--- config.mk ---
export PLATFORM = sky130hd
export DESIGN_NAME = dnn_batch_sequencer
export DESIGN_NICKNAME = d
export VERILOG_FILES = /design/src/rtl/dnn_batch_sequencer.sv
export SDC_FILE = /design/constraint.sdc
export NUM_CORES = 1
export LEC_CHECK = 0
export CAP_MARGIN = 30
export CELL_PAD_IN_SITES_DETAIL_PLACEMENT = 1
export CELL_PAD_IN_SITES_GLOBAL_PLACEMENT = 1
export CORE_UTILIZATION = 32
export CTS_CLUSTER_SIZE = 20
export DETAILED_ROUTE_END_ITERATION = 16
export GPL_ROUTABILITY_DRIVEN = 1
export GPL_TIMING_DRIVEN = 0
export PLACE_DENSITY_LB_ADDON = 0.3
export SKIP_LAST_GASP = 1
export SLEW_MARGIN = 5
export SYNTH_ARGS = -nofsm -noshare
export SYNTH_HDL_FRONTEND = slang
export SYNTH_SLANG_ARGS = --single-unit
--- constraint.sdc ---
create_clock -name clk -period 3.2 [get_ports clk]
set_input_delay 0.64 -clock clk [delete_from_list [all_inputs] [get_ports clk]]
set_output_delay 0.64 -clock clk [all_outputs]
set_load 0.01 [all_outputs]
--- src/rtl/dnn_batch_sequencer.sv ---
// dnn_batch_sequencer: runs one accuracy pass of the sigmoid/u-law engine over
// NUM_TC test cases. For each case it steps the test-case memory, starts the
// engine, waits for done, argmax-scans the outputs, scores the result against
// the expected label and clears the engine.
// Optional feature macro: DNN_SEQ_TIMEOUT_EN adds a WAIT watchdog of
// TIMEOUT_CYCLES cycles. Without it, WAIT waits forever and timeout_err is 0.
module dnn_batch_sequencer #(
    parameter int NUM_TC         = 5000,
    parameter int CNT_WIDTH      = 16,
    parameter int NUM_OUT        = 10,
    parameter int OUT_WIDTH      = 8,
    parameter int TIMEOUT_CYCLES = 65535
) (
    input  logic                        clk,
    input  logic                        rst,
    input  logic                        run,
    input  logic                        abort,
    output logic                        next_tc,
    output logic                        dnn_start,
    output logic                        dnn_reset,
    input  logic                        dnn_done,
    input  logic signed [OUT_WIDTH-1:0] dnn_out [NUM_OUT],
    input  logic [3:0]                  exp_y,
    output logic                        busy,
    output logic [3:0]                  pred,
    output logic                        pred_valid,
    output logic [CNT_WIDTH-1:0]        hit_count,
    output logic [CNT_WIDTH-1:0]        tc_count,
    output logic                        batch_done,
    output logic                        timeout_err
);

    // Elaboration-time parameter sanity; the 4-bit label limits NUM_OUT to 15.
    if (NUM_OUT < 1 || NUM_OUT > 15) begin : g_bad_num_out
        $error("dnn_batch_sequencer: NUM_OUT must be 1..15");
    end
    if (NUM_TC < 1 || NUM_TC > (2**CNT_WIDTH) - 1) begin : g_bad_num_tc
        $error("dnn_batch_sequencer: NUM_TC out of range");
    end
    if (TIMEOUT_CYCLES < 1) begin : g_bad_timeout
        $error("dnn_batch_sequencer: TIMEOUT_CYCLES must be >= 1");
    end

    typedef enum logic [3:0] {
        S_IDLE, S_NEXT, S_START, S_WAIT, S_SCAN, S_SCORE, S_CLEAR, S_FIN, S_ABORT
    } state_t;

    localparam logic [3:0]           LAST_IDX  = 4'(NUM_OUT - 1);
    localparam logic [CNT_WIDTH-1:0] CNT_MAX   = '1;
    localparam logic [CNT_WIDTH-1:0] TC_TARGET = CNT_WIDTH'(NUM_TC);

    state_t                       state_reg;
    logic [3:0]                   idx_reg;
    logic [3:0]                   best_reg;
    logic signed [OUT_WIDTH-1:0]  max_reg;

    // Flatten the engine outputs so the scan can select one by index.
    logic [NUM_OUT-1:0][OUT_WIDTH-1:0] out_flat;
    for (genvar gi = 0; gi < NUM_OUT; gi++) begin : g_flat
        assign out_flat[gi] = dnn_out[gi];
    end

    logic signed [OUT_WIDTH-1:0] cur_val;
    logic                        score_hit;
    assign cur_val   = $signed(out_flat[idx_reg]);
    // A zero prediction never scores, even if the expected label is 0.
    assign score_hit = (best_reg != 4'd0) && (best_reg == exp_y);

`ifdef DNN_SEQ_TIMEOUT_EN
    localparam int TO_W = (TIMEOUT_CYCLES > 1) ? $clog2(TIMEOUT_CYCLES) : 1;
    localparam logic [TO_W-1:0] TO_LAST = TO_W'(TIMEOUT_CYCLES - 1);
    logic [TO_W-1:0] wait_cnt_reg;
`else
    assign timeout_err = 1'b0;
`endif

    // Batch FSM with registered (Moore) outputs: each pulse is set on the edge
    // that enters the state it belongs to.
    always_ff @(posedge clk or posedge rst) begin
        if (rst) begin
            state_reg  <= S_IDLE;
            idx_reg    <= '0;
            best_reg   <= '0;
            max_reg    <= '0;
            next_tc    <= 1'b0;
            dnn_start  <= 1'b0;
            dnn_reset  <= 1'b0;
            busy       <= 1'b0;
            pred       <= '0;
            pred_valid <= 1'b0;
            hit_count  <= '0;
            tc_count   <= '0;
            batch_done <= 1'b0;
`ifdef DNN_SEQ_TIMEOUT_EN
            wait_cnt_reg <= '0;
            timeout_err  <= 1'b0;
`endif
        end else begin
            next_tc    <= 1'b0;
            dnn_start  <= 1'b0;
            dnn_reset  <= 1'b0;
            pred_valid <= 1'b0;
            batch_done <= 1'b0;
            if (abort && state_reg != S_IDLE && state_reg != S_ABORT) begin
                // Abort beats every other transition; counters are frozen.
                state_reg <= S_ABORT;
                dnn_reset <= 1'b1;
            end else begin
                case (state_reg)
                    S_IDLE: begin
                        if (run) begin
                            hit_count <= '0;
                            tc_count  <= '0;
                            pred      <= '0;
`ifdef DNN_SEQ_TIMEOUT_EN
                            timeout_err <= 1'b0;
`endif
                            busy      <= 1'b1;
                            next_tc   <= 1'b1;
                            state_reg <= S_NEXT;
                        end
                    end
                    S_NEXT: begin
                        dnn_start <= 1'b1;
                        state_reg <= S_START;
                    end
                    S_START: begin
`ifdef DNN_SEQ_TIMEOUT_EN
                        wait_cnt_reg <= '0;
`endif
                        state_reg <= S_WAIT;
                    end
                    S_WAIT: begin
                        if (dnn_done) begin
                            idx_reg   <= '0;
                            max_reg   <= '0;
                            best_reg  <= '0;
                            state_reg <= S_SCAN;
                        end
`ifdef DNN_SEQ_TIMEOUT_EN
                        else if (wait_cnt_reg == TO_LAST) begin
                            // Watchdog expiry: score the case as a miss.
                            timeout_err <= 1'b1;
                            pred        <= '0;
                            pred_valid  <= 1'b1;
                            if (tc_count != CNT_MAX) tc_count <= tc_count + 1'b1;
                            dnn_reset   <= 1'b1;
                            state_reg   <= S_CLEAR;
                        end else begin
                            wait_cnt_reg <= wait_cnt_reg + 1'b1;
                        end
`endif
                    end
                    S_SCAN: begin
                        // Strict compare: ties keep the lower index.
                        if (cur_val > max_reg) begin
                            max_reg  <= cur_val;
                            best_reg <= idx_reg + 4'd1;
                        end
                        if (idx_reg == LAST_IDX) state_reg <= S_SCORE;
                        else                     idx_reg   <= idx_reg + 4'd1;
                    end
                    S_SCORE: begin
                        pred       <= best_reg;
                        pred_valid <= 1'b1;
                        if (tc_count != CNT_MAX) tc_count <= tc_count + 1'b1;
                        if (score_hit && hit_count != CNT_MAX) hit_count <= hit_count + 1'b1;
                        dnn_reset  <= 1'b1;
                        state_reg  <= S_CLEAR;
                    end
                    S_CLEAR: begin
                        if (tc_count == TC_TARGET) begin
                            batch_done <= 1'b1;
                            state_reg  <= S_FIN;
                        end else begin
                            next_tc   <= 1'b1;
                            state_reg <= S_NEXT;
                        end
                    end
                    S_FIN, S_ABORT: begin
                        busy      <= 1'b0;
                        state_reg <= S_IDLE;
                    end
                    default: state_reg <= S_IDLE;
                endcase
            end
        end
    end

endmodule

==> results of run 1 <==
==> repair_timing <==
action | CTS | global route
buffers inserted | 7 | 2
gates cloned | 1 | 1
gates resized for setup | 39 | 23
setup endpoints to repair | 12 | 12
pin swaps | 10 | 16
==> metrics by stage <==
step / hold WS [ps] / total power, uW / TNS (ps) / worst slack (ps)
after floorplan: 479.4 / 2219 / 0 / 28.34
after global placement: 490.1 / 2731 / -22220 / -612.7
after detailed placement: 496.8 / 2795 / -7464 / -693.2
after CTS: 508.5 / 4056 / 0 / 1.880
after global routing: 523.9 / 4429 / -611.4 / -58.55
final: 508.3 / 4201 / -194.6 / -20.17
==> path summary, 6_finish.rpt <==
check,slack [ps],startpoint,endpoint
hold reg to reg,510,max_reg[5],max_reg[5]
hold / removal,510,max_reg[5],max_reg[5]
min in group asynchronous,820,rst,state_reg[2]
setup / recovery,-20,dnn_out[18],max_reg[0]
max in group asynchronous,1850,rst,hit_count[9]
setup reg to reg,40,idx_reg[0],max_reg[0]
==> cells in the mapped netlist (2+ instances only) <==
library cell / number / area, um^2
o31ai_1: 4 / 30.03
or2_2: 4 / 25.02
mux2_2: 14 / 157.7
xor2_1: 8 / 70.07
mux4_2: 16 / 360.4
or3_1: 9 / 56.30
o211ai_1: 2 / 15.01
xnor2_1: 4 / 35.03
clkbuf_1: 12 / 45.04
o2111ai_1: 2 / 17.52
a2111o_1: 2 / 22.52
nand2b_1: 7 / 43.79
and4_1: 3 / 26.28
a21oi_1: 28 / 140.1
o21ai_0: 18 / 90.09
a22o_1: 3 / 26.28
buf_2: 4 / 20.02
nand2_1: 42 / 157.7
o22ai_1: 17 / 106.4
and3_1: 4 / 25.02
nand4b_1: 3 / 26.28
ha_1: 13 / 162.7
nor4b_1: 4 / 35.03
nor3b_1: 3 / 22.52
nor2b_1: 5 / 31.28
a31oi_1: 2 / 12.51
dfrtp_1: 62 / 1551
inv_1: 18 / 67.56
buf_1: 2 / 7.510
nor4_1: 5 / 31.28
nand3_1: 12 / 60.06
nor3_1: 6 / 30.03
a21o_1: 3 / 22.52
or4_1: 5 / 37.54
a211o_1: 2 / 17.52
nor2_1: 26 / 97.59
mux2i_1: 23 / 230.2
nand4_1: 12 / 75.07
==> metal layers <==
layer	part of all wire	vias to the layer above
met3	0.040	24
met1	0.41	2072
li1	-	1921
met5	0	-
met2	0.53	123
met4	0.028	0
==> power by group through the flow <==
| stage | Sequential (uW) | Clock, uW | Combinational, uW |
|---|---|---|---|
| 4_1_cts | 971 | 986 | 2100 |
| 3_5_place_dp | 982 | 0 | 1810 |
| 5_1_grt | 986 | 1020 | 2430 |
| 3_3_place_gp | 974 | 0 | 1760 |
| 6_report | 972 | 967 | 2260 |
| 2_1_floorplan | 971 | 0 | 1250 |
==> final cells by class <==
type                            instances  area [um^2]
Fill cell                            1454         6369
Multi-Input combinational cell        329         2604
Sequential cell                        62         1551
Timing Repair Buffer                  141         1443
Clock buffer                           11        242.7
Tap cell                              172        215.2
Buffer                                 19        125.1
Inverter                               19        73.82
Clock inverter                          4        47.55
==> kinds of logic after synthesis <==
group                    Yosys count  synth area share
AND/OR/NAND/NOR                  155            0.1989
AO/OA/AOI/OAI                     95            0.1492
flip-flops                        62            0.3715
multiplexers                      53            0.1791
buffers and inverters             38           0.03625
adder cells (fa/ha/maj)           13           0.03895
XOR/XNOR                          12           0.02516
other                              1         0.0008979
==> summary.md, run 1 <==
| Metric | Value |
|---|---|
| CP endpoint kind | flop |
| Most frequent cells in the layout | clkdlybuf4s50_1, dfrtp_1, nand2_1 |
| Final setup viols | 12 |
| Total grt overflow | 0 |
| CP bufs+invs | 2 |
| Placed cell areas | between 5000 and 6000 um^2 |
| CTS Buf Count | 9 |
| Core Region | 12670 um^2 |
| Cells after Synth | 429 |
| Crit path largest cell delay | 530 ps |
| H-Tree Depth | 3 |
| Final core utilization | 0.4974 |
| Distinct cell type count after synthesis | between 50 and 60 |
| CP Cell Sequence | clkdlybuf4s50_1 > mux4_2 > mux2i_1 > o22ai_1 > ha_1 > nand2_1 > nor2_2 > a211o_1 > a21oi_4 > buf_6 > mux2_2 |
| Period Utilization, post-route | 1.006 |
| Worst hold path cell count | 1 |
| Fin area | 6302 um^2 |
| GR peak layer | met2 |
| Routed via count | just over 4000 |
| Number of nets with antenna violations after routing | 0 |
| Clk slew on worst S/H paths | around 50 ps |
| CTS tree | done |
| Pwr/cell area | roughly 670 nW/um^2 |
| Num rows | 41 |
| ANT cells | 0 |
| Avg WL per Cell | around 19 um |
| Critical-path maximum fanout | 5 |
| Pleak | between 0.002 and 0.003 uW |
| Initial antenna violation count | 0 |
| Cell Area, Synth | roughly 4200 um^2 |
| Yosys reg bits | 62 |
| Synth Area per Inst | 9.735 um^2 |
| Hold Crit Class | reg -> reg |
| Die Y | ~120 um |
| Sequential Power Share | 0.231 |
| Peak supply drop | between 0.3 and 0.4 mV |
| Crit start category | input port |
| Internal power | 2593 uW |
| Vias/cell | ~5.5 |
| Clk root buf | clkbuf_16 |
| Cell family with the largest share of critical-path delay | multiplexers |
| Critical Path AT | 3430 ps |
| Number of flops mapped to enable cells by yosys | 0 |
| Clk sinks | 62 |
| Depth of the most critical reg-to-reg path | 12 |
| Port-buffer cells | 130 |
| Final hold viol count | 0 |
| Layout cells sized above 1 | 0.1504 |
| DRT Wirelength | 14.34 mm |
| Status | complete, but fails checks |
| Cts hold-fix bufs | 0 |
| Global-route wire length before repair | around 23 mm |
| DPL Wire Length | 10.51 mm |
| Sw Ratio | 0.3829 |
| Worst path slowest cell | mux4_2 |
| Total GRT Usage | 0.2197 |
| Synth async-reset ratio | 1.000 |
| Placed Instances | 731 |
| Cell count along the critical path | 11 |
| Final #Nets | ~680 |
| Sequential area share after synthesis | 0.3715 |
| Latest clock arrival within the worst-skew pair | approximately 330 ps |
| Relative slew slack | 0.4629 |
| Syn-to-layout area delta | 50.90% |
| Clock skew | around 7.7 ps |
| RSZ-0062 raised after global routing | yes |
| Most common cell after layout, fill and taps aside | clkdlybuf4s50_1 |
| Failing checks | negative setup slack |
| Slew Limit Fails | 0 |
| Clock share of power | 0.230 |
| WS Path Type | in -> reg |
| FMAX | around 0.31 GHz |
| Post-synth net total | roughly 530 |
| Initial Util | 0.3296 |
| Final min period | around 3200 ps |
| Gpl congestion | 0.8276 |
| Initial DRC count | 231 |
| GR met3 Demand/Resource | 0.03633 |
| Comb power frac | 0.538 |
| Drt pass-1 iters | 4 |
| CTS Buffer Depth | 2 |
| WP data required | about 3400 ps |
| Syn. warnings | 0 |
| Switching Power | between 1500 and 2000 uW |
| Setup WS post-layout | -20.17 ps |
| Drt drc | 0 |
| Tightest Pin Transition | around 800 ps |
| Max Cap Viol | 0 |
| Ports | 132 |
| M2 GR Usage | 0.4016 |
| Final Non-Filler Cells | between 700 and 800 |
| Vias in the first global route | 4432 |
| GRT met1 Usage | 0.2559 |
| DIE WIDTH | 116.2 um |
| Largest net degree at the start of global routing | 63 |
| Die area | roughly 14000 um^2 |
| Most used DFF post-synth | dfrtp_1 |
(Power assumes the default switching activity.)
==> run 2: changes to the inputs <==
--- a/config.mk
+++ b/config.mk
@@ -14,6 +14,7 @@
 export GPL_ROUTABILITY_DRIVEN = 1
 export GPL_TIMING_DRIVEN = 0
 export PLACE_DENSITY_LB_ADDON = 0.3
+export RECOVER_POWER = 25
 export SKIP_LAST_GASP = 1
 export SLEW_MARGIN = 5
 export SYNTH_ARGS = -nofsm -noshare
==> run 2 against run 1 <==
  * Largest power group unchanged
  * Cell count unchanged
  * Flip-flop and latch count did not move
  * Power barely moved
  * Final area hardly changed
  * The flow still finishes with violations (negative setup slack)
  * Sequential power hardly changed
  * Clock skew did not move
  * Sequential share of layout area hardly changed
  * Setup slack barely moved
  * Global-route usage stayed put
  * Worst hold slack did not move
  * Critical endpoint unchanged
  * Highest routed layer unchanged
==> summary.md, run 2 (synthesized netlist as in run 1, its figures left out) <==
| Metric | Value |
|---|---|
| DIE WIDTH | 116.2 um (unchanged) |
| Critical-path maximum fanout | 5 (unchanged) |
| CTS Buffer Depth | 2 (unchanged) |
| Total GRT Usage | 0.2197 (unchanged) |
| Port-buffer cells | 130 (unchanged) |
| Status | complete, but fails checks |
| Final setup viols | 12 (unchanged) |
| CP Cell Sequence | clkdlybuf4s50_1 > mux4_2 > mux2i_1 > o22ai_1 > ha_1 > nand2_1 > nor2_2 > a211o_1 > a21oi_4 > buf_6 > mux2_2 |
| Drt pass-1 iters | 4 (unchanged) |
| Layout cells sized above 1 | 0.1504 (unchanged) |
| Total grt overflow | 0 (unchanged) |
| Initial Util | 0.3296 (unchanged) |
| RSZ-0062 raised after global routing | yes |
| WP data required | 3410 ps (about the same) |
| Most common cell after layout, fill and taps aside | clkdlybuf4s50_1 |
| Cell family with the largest share of critical-path delay | multiplexers |
| Hold Crit Class | reg -> reg |
| Clock skew | 7.745 ps (unchanged) |
| Final #Nets | 683 (unchanged) |
| Cts hold-fix bufs | 0 (unchanged) |
| Pre-CTS setup slack | -693.2 ps (unchanged) |
| Fin area | 6300 um^2 (about the same) |
| Depth of the most critical reg-to-reg path | 12 (unchanged) |
| Vias/cell | 5.462 (-0.12%) |
| Final hold viol count | 0 (unchanged) |
| FILL cells | 1454 (unchanged) |
| Clk slew on worst S/H paths | 50 ps (about the same) |
| FMAX | 0.3105 GHz (unchanged) |
| Latest clock arrival within the worst-skew pair | 330 ps (about the same) |
| Pleak | 0.002606 uW (about the same) |
| CP endpoint kind | flop |
| Die Y | 116.2 um (unchanged) |
| Critical Path AT | 3430 ps (about the same) |
| Clk sinks | 62 (unchanged) |
| Crit start category | input port |
| Ports | 132 (unchanged) |
| Pwr/cell area | 666.8 nW/um^2 (about the same) |
| Tightest Pin Transition | 1346 ps (+540.7 ps) |
| Largest net degree at the start of global routing | 63 (unchanged) |
| Total power | 4201 uW (about the same) |
| Gpl congestion | 0.8276 (unchanged) |
| Most frequent cells in the layout | clkdlybuf4s50_1, dfrtp_1, nand2_1 |
| ANT cells | 0 (unchanged) |
| Vias in the first global route | 4432 (unchanged) |
| Crit path largest cell delay | 530 ps (about the same) |
| CTS tree | done |
| Core Region | 12670 um^2 (unchanged) |
| Slew Limit Fails | 0 (unchanged) |
| DPL Wire Length | 10.51 mm (unchanged) |
| Avg WL per Cell | 18.94 um (about the same) |
| Peak supply drop | 0.3077 mV (about the same) |
| Hold endpoint | max_reg[5] |
| Placed cell areas | 5702 um^2 (unchanged) |
| DRT Wirelength | 14.34 mm (about the same) |
| Routed via count | 4135 (-0.12%) |
| Drt drc | 0 (unchanged) |
| Num rows | 41 (unchanged) |
| Initial DRC count | 231 (unchanged) |
| Syn-to-layout area delta | 50.84% (about the same) |
| Number of nets with antenna violations after routing | 0 (unchanged) |
| Die area | 13510 um^2 (unchanged) |
| Global-route wire length before repair | 22.63 mm (unchanged) |
| Max Cap Viol | 0 (unchanged) |
| R2R Setup Slk | 40 ps (about the same) |
| WS Path Type | in -> reg |
| CTS Buf Count | 9 (unchanged) |
| Setup WS post-layout | -20.17 ps (+0.002700 ps) |
| Relative slew slack | 0.1011 (-0.3618) |
| Failing checks | negative setup slack |
| R2r endpoint | max_reg[0] |
| Clk root buf | clkbuf_16 |
| Initial antenna violation count | 0 (unchanged) |
| Final min period | 3220 ps (-0.002700 ps) |
| Final hold slack | 508.3 ps (unchanged) |
| Sum Neg Setup Slack | -194.6 ps (+0.03300 ps) |
| Period Utilization, post-route | 1.006 (about the same) |
| Worst hold path cell count | 1 (unchanged) |
| Hold_sp | max_reg[5] |
| Reg2reg start | idx_reg[0] |
| H-Tree Depth | 3 (unchanged) |
| Worst path slowest cell | mux4_2 |
| CP bufs+invs | 2 (unchanged) |
run 2: cell types whose count changed in the layout (fill, tap and decap cells not counted):
cell | previous run | this run
clkdlybuf4s50_1 | 108 | 107
inv_2 | 1 | 2
dlygate4sd3_1 | 0 | 1
inv_4 | 1 | 0
run 2: through the flow:
step	utilization	instances
after floorplan	-	429
after global placement	0.4498	731
after detailed placement	0.4500	731
after CTS	0.4874	754
after global routing	0.4972	757
final	0.4972	757
run 2: how the worst max path moves through the flow:
| stage | endpoint | cells after the start | slack (ps) | start |
|---|---|---|---|---|
| floorplan | best_reg[0] | 12 | 30 | idx_reg[0] |
| global placement | max_reg[2] | 11 | -610 | dnn_out[23] |
| detailed placement | max_reg[6] | 11 | -690 | dnn_out[63] |
| CTS | max_reg[4] | 11 | 2 | dnn_out[62] |
| global route | max_reg[5] | 11 | -60 | dnn_out[18] |
| finish | max_reg[0] | 11 | -20 | dnn_out[18] |
run 2: routing by layer:
metal  vias up  share of wire  track usage  wire length [um]
met3        24          0.040      0.03633               571
met2       123           0.53       0.4016              7553
met1      2067           0.41       0.2559              5811
li1       1921              -            -                 -
met5         -              0            0                 0
met4         0          0.028      0.08376               399
run 2: repair_timing:
action                     CTS  global route
gates resized for setup     39            23
cloned                       1             1
buffers inserted             7             2
hold endpoints to repair     0             0
setup endpoints to repair   12            12
pin swaps                   10            16
run 2: final cells by class:
class,count,area (um^2),share of cell area
clock buffers,11,242.7,0.03853
plain buffers,19,125.1,0.01986
clock inverters,4,47.55,0.007547
inverters,19,71.32,0.01132
well taps,172,215.2,0.03416
repair buffers,141,1443,0.2290
multi-input cells,329,2604,0.4133
flip-flops and latches,62,1551,0.2463
run 2: report_power, final:
part | switching [uW] | internal (uW) | leakage [uW]
clock | 351 | 617 | 0.000141
sequential | 84.8 | 887 | 0.000853
combinational | 1170 | 1090 | 0.00161
total | 1610 | 2590 | 0.00261
